### src/rtl/tap_tempo_if.sv
// Tap tempo bus: ms tick and tap inputs, beat/period/status outputs.
// master drives ms_tick/tap; slave (tap_tempo) drives the rest.
interface tap_tempo_if #(
    parameter int MS_WIDTH = 12
);
    logic                ms_tick;
    logic                tap;
    logic                beat;
    logic [MS_WIDTH-1:0] period_ms;
    logic                tapped;
    logic                measuring;

    modport master (
        output ms_tick, tap,
        input  beat, period_ms, tapped, measuring
    );

    modport slave (
        input  ms_tick, tap,
        output beat, period_ms, tapped, measuring
    );
endinterface

### src/rtl/tap_tempo.sv
// Tap tempo: measures ms between taps and regenerates a beat pulse.
// Ports: clk, reset (async, active-low), bus (tap_tempo_if.slave).
// Optional interval averaging with the previous tap: TAP_TEMPO_AVG_EN.
module tap_tempo #(
    parameter int MS_WIDTH   = 12,
    parameter int MIN_MS     = 100,
    parameter int MAX_MS     = 2000,
    parameter int DEFAULT_MS = 500
) (
    input logic        clk,
    input logic        reset,
    tap_tempo_if.slave bus
);
    typedef enum logic {IDLE, MEASURE} state_t;

    localparam logic [MS_WIDTH-1:0] ONE   = MS_WIDTH'(1);
    localparam logic [MS_WIDTH-1:0] MIN_V = MS_WIDTH'(MIN_MS);
    localparam logic [MS_WIDTH-1:0] MAX_V = MS_WIDTH'(MAX_MS);
    localparam logic [MS_WIDTH-1:0] DEF_V = MS_WIDTH'(DEFAULT_MS);

    state_t              state;
    logic                tap_d;
    logic [MS_WIDTH-1:0] cnt;
    logic [MS_WIDTH-1:0] phase;
    logic [MS_WIDTH-1:0] period;
    logic                tapped_r;
    logic                meas_r;
    logic                beat_r;

    logic                tap_rise;
    logic                tick;
    logic                accept;
    logic                wrap;
    logic [MS_WIDTH-1:0] new_period;

    // A tap edge swallows a coincident tick for both counters.
    assign tap_rise = bus.tap & ~tap_d;
    assign tick     = bus.ms_tick & ~tap_rise;
    assign accept   = (state == MEASURE) & tap_rise
                    & (cnt >= MIN_V) & (cnt <= MAX_V);
    // >= so a shortened period wraps on the next tick.
    assign wrap     = tick & (phase >= period - ONE);

`ifdef TAP_TEMPO_AVG_EN
    logic [MS_WIDTH-1:0] prev_ms;
    logic                prev_valid;
    logic [MS_WIDTH:0]   sum;

    assign sum        = {1'b0, cnt} + {1'b0, prev_ms};
    assign new_period = prev_valid ? MS_WIDTH'(sum >> 1) : cnt;
`else
    assign new_period = cnt;
`endif

    always_ff @(posedge clk or negedge reset) begin
        if (!reset) begin
            state      <= IDLE;
            tap_d      <= 1'b0;
            cnt        <= '0;
            phase      <= '0;
            period     <= DEF_V;
            tapped_r   <= 1'b0;
            meas_r     <= 1'b0;
            beat_r     <= 1'b0;
`ifdef TAP_TEMPO_AVG_EN
            prev_ms    <= '0;
            prev_valid <= 1'b0;
`endif
        end else begin
            tap_d  <= bus.tap;
            // Guard keeps beat from ever lasting two cycles.
            beat_r <= ~beat_r & (accept | wrap);

            if (accept | wrap) begin
                phase <= '0;
            end else if (tick) begin
                phase <= phase + ONE;
            end

            unique case (state)
                IDLE: begin
                    if (tap_rise) begin
                        state  <= MEASURE;
                        meas_r <= 1'b1;
                        cnt    <= '0;
                    end
                end
                MEASURE: begin
                    if (accept) begin
                        period   <= new_period;
                        tapped_r <= 1'b1;
                        cnt      <= '0;
`ifdef TAP_TEMPO_AVG_EN
                        prev_ms    <= cnt;
                        prev_valid <= 1'b1;
`endif
                    end else if (tick) begin
                        cnt <= cnt + ONE;
                        if (cnt == MAX_V) begin
                            state  <= IDLE;
                            meas_r <= 1'b0;
`ifdef TAP_TEMPO_AVG_EN
                            prev_valid <= 1'b0;
`endif
                        end
                    end
                end
            endcase
        end
    end

    assign bus.beat      = beat_r;
    assign bus.period_ms = period;
    assign bus.tapped    = tapped_r;
    assign bus.measuring = meas_r;
endmodule

### src/flat_wrapper.sv
// flat-port wrapper written by rule: the top's interface ports become plain ports
module tap_tempo_flat 
#(
    parameter int MS_WIDTH   = 12,
    parameter int MIN_MS     = 100,
    parameter int MAX_MS     = 2000,
    parameter int DEFAULT_MS = 500
)
  (clk, reset, bus_ms_tick, bus_tap, bus_beat, bus_period_ms, bus_tapped, bus_measuring);
  tap_tempo_if #(.MS_WIDTH(MS_WIDTH)) bus_i ();
  input logic clk;
  input logic reset;
  input wire logic [$bits(bus_i.ms_tick)-1:0] bus_ms_tick;
  input wire logic [$bits(bus_i.tap)-1:0] bus_tap;
  output wire logic [$bits(bus_i.beat)-1:0] bus_beat;
  output wire logic [$bits(bus_i.period_ms)-1:0] bus_period_ms;
  output wire logic [$bits(bus_i.tapped)-1:0] bus_tapped;
  output wire logic [$bits(bus_i.measuring)-1:0] bus_measuring;
  assign bus_i.ms_tick = bus_ms_tick;
  assign bus_i.tap = bus_tap;
  assign bus_beat = bus_i.beat;
  assign bus_period_ms = bus_i.period_ms;
  assign bus_tapped = bus_i.tapped;
  assign bus_measuring = bus_i.measuring;
  tap_tempo #(.MS_WIDTH(MS_WIDTH), .MIN_MS(MIN_MS), .MAX_MS(MAX_MS), .DEFAULT_MS(DEFAULT_MS)) u_core (.clk(clk), .reset(reset), .bus(bus_i));
endmodule
### config.mk
export PLATFORM = sky130hd
export DESIGN_NAME = tap_tempo_flat
export DESIGN_NICKNAME = d
export VERILOG_FILES = /design/src/rtl/tap_tempo_if.sv /design/src/rtl/tap_tempo.sv /design/src/flat_wrapper.sv
export SDC_FILE = /design/constraint.sdc
export NUM_CORES = 1
export LEC_CHECK = 0
export ABC_AREA = 1
export CAP_MARGIN = 15
export CORE_MARGIN = 5
export CORE_UTILIZATION = 49
export CTS_CLUSTER_DIAMETER = 80
export DETAILED_ROUTE_END_ITERATION = 10
export PLACE_DENSITY_LB_ADDON = 0.2
export SETUP_SLACK_MARGIN = 0.4
export SLEW_MARGIN = 20
export SYNTH_ARGS = -nofsm -noshare
export SYNTH_HDL_FRONTEND = slang
export SYNTH_SLANG_ARGS = --single-unit
### constraint.sdc
create_clock -name clk -period 2.98 [get_ports clk]
set_input_delay 0.596 -clock clk [delete_from_list [all_inputs] [get_ports clk]]
set_output_delay 0.596 -clock clk [all_outputs]
set_load 0.01 [all_outputs]
[Yosys cells after proc, flatten, opt, wreduce, memory -nomap -nowiden]
Index checks and enable logic that the tools add are counted.
Widths: inputs -> output; s select.
Storage, ports and cells
  register bits: 41
  logic and storage cells: 52
Operators by class
  add/sub/neg operators: 3
  order comparisons: 3
  eq/ne operators: 6
  muxes and demuxes: 16
  bitwise logic cells: 12
  reductions and logical operators: 4
Operator list (number)
  $mux 12: 5
  $add 12x1->12 const B: 2
  $pmux 12 s2: 1
  $eq 12x11->1 const B: 1
  $ge 12x12->1: 1
  $ge 12x7->1 const B: 1
  $le 12x11->1 const B: 1
  $sub 12x1->12 const B: 1
  $mux 1: 8
  $and 1x1->1: 7
  $ne 2x2->1 const B: 3
  $not 1->1: 4
  $pmux 1 s2: 2
  $reduce_and 2->1: 2
  $reduce_and 4->1: 1
  $ne 3x3->1 const B: 1
  $ne 2x1->1 const B: 1
  $reduce_bool 2->1: 1
  $or 1x1->1: 1

[Logic depth before layout (Yosys ltp)]
Gate-level depths: netlist of run 1.
  depth in word-level cells: 7
  depth in mapped cells: 18
  depth with buffers taken out: 18

[Worst setup path after synthesis of run 1]
Ideal clock, no wire load.
  path type: flip-flop to flip-flop
  start: register u_core.period[0] (netlist: u_core.bus.period_ms[0])
  end: register u_core.phase[10]
  setup time: 0.118 ns
  data arrival time: 2.336 ns
  data required time: 2.862 ns
  path slack: 0.526 ns
  stages on the path, launching flop included: 18
  buffers on the path: 1
  period minus slack after synthesis: 2.454 ns
  cells stage by stage: dfrtp_1 > inv_1 > ha_1 > nand2_1 > nor2_1 > nand3b_1 > nor3_1 > xor2_1 > inv_1 > ha_1 > nand2_1 > nor2_1 > nand4_1 > a21oi_1 > nor2_1 > buf_2 > nand4_1 > nand2_1
Between the ends
  cells in the longest elaborated chain, start to end: 5
  elaborated cells between the ends (all ways): 6
  classes of those cells: add/sub: 1; order compare: 1; mux: 1; bitwise: 2; reduce/logical: 1
Ends and longest elaborated chain
  start, declared: line tap_tempo.sv:25  | logic [MS_WIDTH-1:0] period;
  start signal, assigned: line tap_tempo.sv:90  | period <= new_period;
  $sub 12x1->12 (*): line tap_tempo.sv:42  | assign wrap = tick & (phase >= period - ONE);
  $ge 12x12->1 (*): line tap_tempo.sv:42
  $and 1x1->1 (*): line tap_tempo.sv:42
  $or 1x1->1 (*): line tap_tempo.sv:74  | if (accept | wrap) begin
  $mux 12 or $reduce_bool 2->1 (tied branches)
  end signal, assigned: line tap_tempo.sv:77  | phase <= phase + ONE;
  end, declared: line tap_tempo.sv:24  | logic [MS_WIDTH-1:0] phase;
Mark *: on every way between the ends. The rest lies on a longest branch, timed or not.
A chain may end at the register's enable or synchronous reset.

[Worst setup path in the final report of run 1]
  start: register u_core.period[1] (netlist: u_core.bus.period_ms[1])
  end: register u_core.beat_r (netlist: u_core.bus.beat)
Between the ends
  cells in the longest elaborated chain, start to end: 5
Ends and longest elaborated chain
  $sub 12x1->12: line tap_tempo.sv:42
  $ge 12x12->1: line tap_tempo.sv:42
  $and 1x1->1: line tap_tempo.sv:42
  $or 1x1->1: line tap_tempo.sv:72  | beat_r <= ~beat_r & (accept | wrap);
  $and 1x1->1: line tap_tempo.sv:72
  end signal, assigned: line tap_tempo.sv:72
  end, declared: line tap_tempo.sv:28  | logic beat_r;
No other way between the ends.

==> flow_metrics.py, run 1 <==
metrics = {
    "die": {
        "rows": 27,
        "die_area_um2": 7190,
        "num_io_pins": 19,
        "initial_core_util_pct": 50.09,
        "core_area_um2": 5473,
        "die_width_um": 84.80,
        "die_h_um": 84.80,
    },
    "logic_synthesis": {
        "synthAdderAreaFrac_pct": 7.303,
        "ys_top_cells_by_area": "dfrtp_1 32%, nand2_1 15%, ha_1 7.3%",
        "synth_top_cell_area_share_pct": 31.95,
        "synth_flop_cell": "dfrtp_1",
        "synthTopCellsByCount": "113 x nand2_1, 45 x inv_1, 35 x dfrtp_1",
        "synth_cell_types": 34,
        "synth.most_common_cell": "nand2_1",
        "synth_area_um2": 2741,
        "postSynthCellCount": 365,
        "synth_xor_area_share_pct": 6.070,
        "yosys_warnings": 0,
        "ys_ff_latch": 41,
        "yosys.area_share.simple_pct": 31.45,
        "synth-compound-area-share_pct": 7.668,
        "synth_edf_count": 0,
        "synth_area_per_cell_um2": 7.511,
        "synth_top_area_cell": "dfrtp_1",
        "synth_top_family_by_area": "simple AND/OR/NAND/NOR gates",
        "seq_area_frac_synth_pct": 37.70,
        "synth_fp_nets": 385,
        "synthMuxAreaShare_pct": 0,
        "synth-async-reset-ratio_pct": 100.0,
    },
    "detailed_routing": {
        "postRouteAntennaNets": 0,
        "viasPerCell": 5.041,
        "first_pass_iters": 4,
        "drt_wl_total_mm": 5.899,
        "post-route-drc-count": 0,
        "wl_per_cell_um": 12.80,
        "vias": 2324,
        "first_iter_violations": 96,
    },
    "timing": {
        "maxSlewHeadroom_pct": 37.55,
        "finalCriticalPeriod_ps": 2509,
        "final-setup-viol-count": 0,
        "whs_ps": 425.0,
        "hold_viol_final": 0,
        "final_max_slew_viol_count": 0,
        "clock-skew-final_ps": 8.542,
        "finalCritPeriodShare_pct": 84.20,
        "fmax_ghz": 0.3985,
        "rsz0062_at_grt": "yes",
        "worst_slew_pin_slew_ps": 936.7,
    },
    "finish": {
        "finalNetCount": 408,
        "drive_gt1_share_pct": 15.17,
        "antenna_cells": 0,
        "area_growth_pct": 14.61,
    },
    "place": {
        "hpwl_mm": 4.180,
        "gp_congestion": 0.7961,
        "port-buffer-count": 18,
    },
    "worst_setup_path": {
        "crit_buf_inv": 2,
        "timing_worst_setup_path_type": "reg2reg",
        "crit_path_start_kind": "flip-flop",
        "crit_chain": "inv_2, ha_4, nand2_4, nor2_4, nand3b_1, nor3_2, xor2_1, inv_1, ha_1, nand2_2, nor2_2, nand4_1, a21oi_4, nor2_4, nand2_1, nand2_1, nor2_1",
        "cp_top_family": "simple AND/OR/NAND/NOR gates",
        "end_kind": "flip-flop",
        "crit_required_ps": 3220,
        "crit_arrival_ps": 2750,
        "ff2ff_setup_slack_ps": 470,
        "crit_fanout": 7,
        "slowest_delay_ps": 420,
        "slowest_stage": "dfrtp_1",
    },
    "clock_network": {
        "htreeDepth": 2,
        "cts-buffers-inserted": 5,
        "clk-insertion-delay-late_ps": 300,
        "cts-root-buf": "clkbuf_8",
        "clk_path_buf_depth": 2,
        "cts_tree": "yes",
        "path_clk_slew_ps": 90,
        "cts.sinks": 41,
    },
    "power_and_ir_drop": {
        "power_w": 0.001323,
        "power.leakage_nw": 1.620,
        "pwr_density_cell_nw_per_um2": 421.1,
        "vdd_drop_max_uv": 320.8,
    },
    "global_routing": {
        "grtUsageTotal_pct": 17.33,
        "antenna_found_initial": 0,
        "overflow": 0,
        "grt_max_degree": 42,
        "grt_pass1_vias": 2337,
        "grt_pass1_wl_mm": 10.25,
    },
    "status": {
        "status": "finished, final reports clean",
    },
    "worst_hold_path": {
        "hold_path.class": "in2async",
    },
    "job": {
        "maxCapViolCount": 0,
    },
}
[layer usage]
layer / routed length, µm / share of wire (%) / GRT usage, % / vias to the layer above
li1: - / - / - / 1215
met1: 2620 / 44 / 20.57 / 1056
met2: 2953 / 50 / 30.11 / 42
met3: 215 / 3.6 / 3.729 / 11
met4: 110 / 1.9 / 7.338 / 0
met5: 0 / 0 / 0 / -
[registers in the layout, indices dropped and copies added (netlist names)]
| signal | cells |
|---|---|
| u_core.phase | 12 |
| u_core.tap_d | 1 |
| u_core.bus.measuring | 1 |
| u_core.state | 1 |
| u_core.cnt | 12 |
| u_core.bus.tapped | 1 |
| u_core.bus.beat | 1 |
| u_core.bus.period_ms | 12 |
[per-stage QoR]
| step | area [µm²] | utilization, % | setup slack [ps] | std cells | setup TNS, ps |
|---|---|---|---|---|---|
| finish | 3142 | 57.41 | 470.7 | 461 | 0 |
| CTS | 3070 | 56.10 | 405.4 | 458 | 0 |
| floorplan | 2741 | - | 525.6 | 365 | 0 |
| global placement | 2940 | 53.73 | 40.22 | 448 | 0 |
| detailed placement | 2940 | 53.73 | -1.578 | 448 | -1.578 |
| global route | 3142 | 57.41 | 245.4 | 461 | 0 |
[worst paths after layout]
kind                                          from                 endpoint  cells after the start
setup / recovery           u_core.bus.period_ms[1]          u_core.bus.beat                     17
hold / removal                               reset          u_core.phase[3]                      1
setup reg to reg           u_core.bus.period_ms[1]          u_core.bus.beat                     17
hold reg to reg                    u_core.bus.beat          u_core.bus.beat                      1
max in group asynchronous                    reset  u_core.bus.period_ms[3]                      1
min in group clk                   u_core.bus.beat          u_core.bus.beat                      1
[layout make-up]
| class | count | area (µm²) |
|---|---|---|
| clock buffers | 6 | 72.57 |
| clock inverters | 2 | 15.01 |
| fillers | 513 | 2331 |
| inverters | 50 | 187.7 |
| multi-input cells | 266 | 1521 |
| flip-flops and latches | 41 | 1035 |
| well taps | 72 | 90.09 |
| repair buffers | 24 | 220.2 |
[placed cells by master, fill, tap and decap left out, drive strengths merged]
master         Yosys  routed
a21oi              7       7
buf                9       7
clkbuf             0       6
clkdlybuf4s50      0      17
clkinv             2       2
clkinvlp           0       2
dfrtp             35      35
dfstp              6       6
ha                16      16
inv               48      48
nand2            117     117
nand3             26      26
nand3b             2       2
nand4             17      17
nor2              32      33
nor3               3       3
o2111ai            1       1
o211ai             1       1
o21a               1       1
o21ai             17      17
o21bai             1       1
o22ai              1       1
o31ai              1       1
or2                3       3
xnor2              9       9
xor2              10      10
[report_power, final]
group | internal, W | switching (W)
clock network | 0.000165 | 0.000205
logic | 0.000101 | 0.000161
registers | 0.000611 | 0.0000798
total | 0.000878 | 0.000446
[what timing repair did]
item                                    4_1_cts  5_1_grt
resized for setup                             6       16
cloned                                        1        0
buffers inserted                              1        3
endpoints found under the setup margin       13       13
hold buffers                                  0        0
pin swaps                                     2       15
[kinds of logic (layout without fill, tap and decap cells)]
kind of cell,after synthesis,in the layout
adders and majority gates,16,16
buffers and inverters,59,82
and+or+nand+nor,200,201
AOI/OAI and AO/OA,30,30
DFF,41,41
xor gates and xnor gates,19,19
[worst register-to-register path: cells and delay by family, from the launching register on]
family	cells	cell delay, ps
AOI/OAI and AO/OA	1	220
xor gates and xnor gates	1	150
adders and majority gates	2	430
buffers and inverters	2	140
DFF	1	420
and+or+nand+nor	11	1080
Note: power is estimated with default switching activity, not from simulation.
==> run 2, diff against run 1 <==
- clock period: 2.98 -> 2.1 ns (I/O delays scaled with it)
==> flow_metrics.py, run 2 (synthesis gave the netlist of run 1 again) <==
metrics = {
    "status": {
        "status": "finished, violations left",
        "violations": "setup timing",
    },
    "detailed_routing": {
        "wl_per_cell_um": 12.46,
        "postRouteAntennaNets": 0,
        "first_iter_violations": 82,
        "first_pass_iters": 5,
        "post-route-drc-count": 0,
        "drt_wl_total_mm": 6.103,
        "viasPerCell": 5.039,
        "vias": 2469,
    },
    "power_and_ir_drop": {
        "power.leakage_nw": 1.815,
        "p_clk_share_pct": 27.5,
        "power.internal_w": 0.001283,
        "pwr-share-seq_pct": 50.2,
        "vdd_drop_max_uv": 369.2,
        "switching_share_pct": 34.15,
        "switching_power_w": 0.0006652,
        "pwr_density_cell_nw_per_um2": 577.9,
        "comb_power_share_pct": 22.3,
    },
    "finish": {
        "antenna_cells": 0,
        "finalInstanceArea_um2": 3371,
        "layout_commonest_cell": "nand2_1",
        "final_cells": 490,
        "drive_gt1_share_pct": 22.49,
        "area_growth_pct": 22.96,
        "finalNetCount": 437,
        "layout_common_cells": "109 x nand2_1, 42 x inv_1, 35 x dfrtp_1",
    },
    "clock_network": {
        "clk-insertion-delay-late_ps": 300,
        "htreeDepth": 2,
        "cts.sinks": 41,
        "holdBufCountCts": 0,
        "path_clk_slew_ps": 90,
        "cts-root-buf": "clkbuf_8",
        "clk_path_buf_depth": 2,
        "cts_tree": "yes",
        "cts-buffers-inserted": 5,
    },
    "place": {
        "port-buffer-count": 18,
        "gp_congestion": 0.8692,
        "dpl.cell_count": 474,
        "placed_area_um2": 3161,
        "hpwl_mm": 4.575,
        "dp_worst_setup_slack_ps": -382.6,
    },
    "timing": {
        "finalCriticalPeriod_ps": 2393,
        "fmax_ghz": 0.4179,
        "clock-skew-final_ps": 8.029,
        "rsz0062_at_grt": "yes",
        "final-setup-viol-count": 13,
        "final_max_slew_viol_count": 0,
        "worst_slack_ps": -292.6,
        "worst_slew_pin_slew_ps": 518.5,
        "hold_viol_final": 0,
        "maxSlewHeadroom_pct": 65.44,
        "finalCritPeriodShare_pct": 113.9,
    },
    "worst_setup_path": {
        "reg2regPathDepth": 17,
        "crit_path_start_kind": "flip-flop",
        "end_kind": "flip-flop",
        "timing_worst_setup_path_type": "reg2reg",
        "crit_fanout": 6,
        "crit_required_ps": 2290,
        "crit_arrival_ps": 2590,
    },
    "job": {
        "maxCapViolCount": 0,
    },
    "worst_hold_path": {
        "hold_path.class": "in2async",
    },
    "die": {
        "core_area_um2": 5473,
        "die_h_um": 84.80,
        "die_width_um": 84.80,
        "die_area_um2": 7190,
        "initial_core_util_pct": 50.09,
        "num_io_pins": 19,
        "rows": 27,
    },
    "global_routing": {
        "overflow": 0,
        "grt_pass1_vias": 2401,
        "grt_pass1_wl_mm": 10.61,
        "antenna_found_initial": 0,
        "grtUsageTotal_pct": 17.96,
        "grt_max_degree": 23,
    },
}
## run 2: cell count changes in the layout (fill, tap and decap cells not counted), sizes merged
cell           change
dlygate4sd2        +6
inv                +1
nor2               -1
buf               +30
clkdlybuf4s50     -11
clkdlybuf4s15      +4
## run 2: final timing paths
kind / start / to / slack (ps)
worst min-delay path: reset / u_core.phase[5] / 90
min in group clk: u_core.bus.beat / u_core.bus.beat / 450
worst min register to register: u_core.bus.beat / u_core.bus.beat / 450
max in group asynchronous: reset / u_core.bus.period_ms[8] / 1440
worst max-delay path: u_core.bus.period_ms[1] / u_core.phase[3] / -290
worst max register to register: u_core.bus.period_ms[1] / u_core.phase[3] / -290
## run 2: critical path, cell delays in order, from the launching register on
cell and delay [ps]:
dfrtp_1 400, inv_1 60, ha_2 180, nand2_2 60
nor2_2 90, nand3b_1 120, nor3_2 150, xor2_1 150
inv_1 50, ha_1 280, nand2_2 60, nor2_2 120
nand4_1 100, a21oi_2 130, nor2_2 60, buf_4 150
nand4_1 60, nand2_1 50
## run 2: final cells by class
| type | count | area (µm²) |
|---|---|---|
| fillers | 527 | 2102 |
| well taps | 72 | 90.09 |
| clock buffers | 5 | 68.82 |
| flip-flops and latches | 41 | 1033 |
| repair buffers | 54 | 465.4 |
| clock inverters | 3 | 21.27 |
| multi-input cells | 265 | 1500 |
| inverters | 50 | 191.4 |
## run 2: stage by stage
step	setup TNS, ps	power, W	hold WS (ps)	utilization (%)
3_3_place_gp	-3751	0.001372	422.1	57.75
2_1_floorplan	-3281	0.001258	124.4	-
6_report	-3654	0.001948	88.11	61.59
5_1_grt	-6194	0.002083	118.9	61.59
4_1_cts	-4114	0.001925	98.15	59.88
3_5_place_dp	-4615	0.001380	422.8	57.75
## run 2: what timing repair did
action / CTS / global route
setup buffers: 2 / 5
gates cloned: 1 / 0
pin swaps: 1 / 1
setup endpoints to repair: 42 / 43
gates resized for setup: 21 / 22
## run 2: routing by layer
layer | track usage (%) | wire (µm)
met5 | 0 | 0
met2 | 31.46 | 3169
met3 | 3.042 | 147
met4 | 7.050 | 118
met1 | 21.85 | 2667
## run 2: power groups by stage
stage | sequential [W] | combinational (W) | clock (W)
finish | 0.000978 | 0.000434 | 0.000536
global route | 0.000988 | 0.000505 | 0.000591
CTS | 0.000980 | 0.000388 | 0.000556
detailed placement | 0.000996 | 0.000385 | 0
global placement | 0.000994 | 0.000377 | 0
floorplan | 0.000968 | 0.000290 | 0
==> run 3, diff against run 2 <==
- RECOVER_POWER: unset -> 25
==> flow_metrics.py, run 3 (synthesis gave the netlist of run 1 again) <==
metrics = {
    "finish": {
        "drive_gt1_share_pct": 22.25,
        "register_area_um2": 1033,
        "area_growth_pct": 22.36,
        "antenna_cells": 0,
        "finalNetCount": 437,
        "multi_input_area_um2": 1500,
        "layout_commonest_cell": "nand2_1",
        "layout_common_cells": "109 x nand2_1, 42 x inv_1, 35 x dfrtp_1",
        "num-fill-cells": 530,
    },
    "die": {
        "die_area_um2": 7190,
        "die_h_um": 84.80,
        "core_area_um2": 5473,
        "num_io_pins": 19,
        "rows": 27,
        "initial_core_util_pct": 50.09,
        "die_width_um": 84.80,
    },
    "worst_setup_path": {
        "crit_arrival_ps": 2590,
        "crit_required_ps": 2290,
        "ff2ff_setup_slack_ps": -290,
        "crit_path_start_kind": "flip-flop",
        "reg2reg_from": "u_core.bus.period_ms[1]",
        "timing_worst_setup_path_type": "reg2reg",
        "reg2regPathDepth": 17,
        "crit_fanout": 6,
        "r2r-end": "u_core.phase[3]",
        "end_kind": "flip-flop",
    },
    "status": {
        "violations": "setup timing",
        "status": "finished, violations left",
    },
    "timing": {
        "finalCritPeriodShare_pct": 114.0,
        "finalCriticalPeriod_ps": 2395,
        "worst_slack_ps": -294.6,
        "final-setup-viol-count": 13,
        "worst_slew_pin_slew_ps": 1159,
        "tns_ps": -3671,
        "whs_ps": 328.6,
        "fmax_ghz": 0.4176,
        "clock-skew-final_ps": 7.848,
        "final_max_slew_viol_count": 0,
        "maxSlewHeadroom_pct": 22.72,
        "rsz0062_at_grt": "yes",
        "hold_viol_final": 0,
    },
    "clock_network": {
        "cts-buffers-inserted": 5,
        "cts.sinks": 41,
        "clk_path_buf_depth": 2,
        "clk-insertion-delay-late_ps": 300,
        "htreeDepth": 2,
        "holdBufCountCts": 0,
        "cts_tree": "yes",
        "cts-root-buf": "clkbuf_8",
        "path_clk_slew_ps": 90,
    },
    "global_routing": {
        "use_met1_pct": 21.85,
        "grt-busiest-layer": "met2",
        "grt_use_met3_pct": 3.042,
        "grt_pass1_vias": 2401,
        "grtUsageTotal_pct": 17.96,
        "grt_max_degree": 23,
        "antenna_found_initial": 0,
        "use_met2_pct": 31.46,
        "overflow": 0,
        "grt_pass1_wl_mm": 10.61,
    },
    "place": {
        "port-buffer-count": 18,
        "hpwl_mm": 4.575,
        "gp_congestion": 0.8692,
    },
    "detailed_routing": {
        "post-route-drc-count": 0,
        "wl_per_cell_um": 12.40,
        "first_pass_iters": 4,
        "postRouteAntennaNets": 0,
        "first_iter_violations": 69,
        "viasPerCell": 5.016,
        "drt_wl_total_mm": 6.075,
        "vias": 2458,
    },
    "power_and_ir_drop": {
        "power.leakage_nw": 1.807,
        "pwr_density_cell_nw_per_um2": 579.4,
        "vdd_drop_max_uv": 367.3,
    },
    "worst_hold_path": {
        "hold_path.class": "in2async",
    },
    "job": {
        "maxCapViolCount": 0,
    },
}
run 3: cell count changes in the layout (fill, tap and decap cells not counted):
cell	before	now
buf_2	1	0
clkbuf_1	0	1
clkbuf_2	1	2
buf_12	2	1
run 3: layer usage:
layer,vias up,wire [µm]
li1,1272,-
met1,1140,2619
met2,37,3191
met3,9,171
met4,0,93
met5,-,0
run 3: worst max path at each step:
stage | from | end | depth (start not counted)
after floorplan | u_core.bus.period_ms[0] | u_core.phase[10] | 17
after global placement | u_core.bus.period_ms[0] | u_core.phase[4] | 17
after detailed placement | u_core.bus.period_ms[0] | u_core.bus.beat | 18
after CTS | u_core.bus.period_ms[1] | u_core.phase[3] | 17
after global routing | u_core.bus.period_ms[1] | u_core.phase[3] | 17
final | u_core.bus.period_ms[1] | u_core.phase[3] | 17
run 3: timing repair:
item / CTS / global route
gates cloned: 1 / 0
pin swaps: 1 / 1
buffers inserted: 2 / 5
resized for setup: 21 / 22
setup endpoints to repair: 42 / 43
run 3: final cells by class:
cell class	instances	area share (%)
Multi-Input combinational cell	265	44.72
Timing Repair Buffer	54	13.39
Inverter	50	5.707
Tap cell	72	2.686
Clock buffer	5	2.051
Sequential cell	41	30.81
Clock inverter	3	0.6341
run 3: where the power goes:
group | switching [W] | internal, W | total, W
clock network | 0.000300 | 0.000236 | 0.000536
registers | 0.000111 | 0.000867 | 0.000978
logic | 0.000253 | 0.000176 | 0.000429
run 3: through the flow:
stage	power (W)	instances	instance area, µm²	setup WS, ps	utilization, %
after floorplan	0.001258	365	2756	-287.8	-
after global placement	0.001372	474	3161	-309.3	57.75
after detailed placement	0.001380	474	3161	-382.6	57.75
after CTS	0.001925	485	3277	-329.6	59.88
after global routing	0.002079	490	3354	-503.0	61.29
final	0.001944	490	3354	-294.6	61.29
run 3: worst max-delay path: stages, from the launching register on:
cell      delay (ps)
dfrtp_1          400
inv_1             60
ha_2             180
nand2_2           60
nor2_2            90
nand3b_1         120
nor3_2           150
xor2_1           150
inv_1             50
ha_1             280
nand2_2           60
nor2_2           120
nand4_1          100
a21oi_2          130
nor2_2            60
buf_4            150
nand4_1           60
nand2_1           50
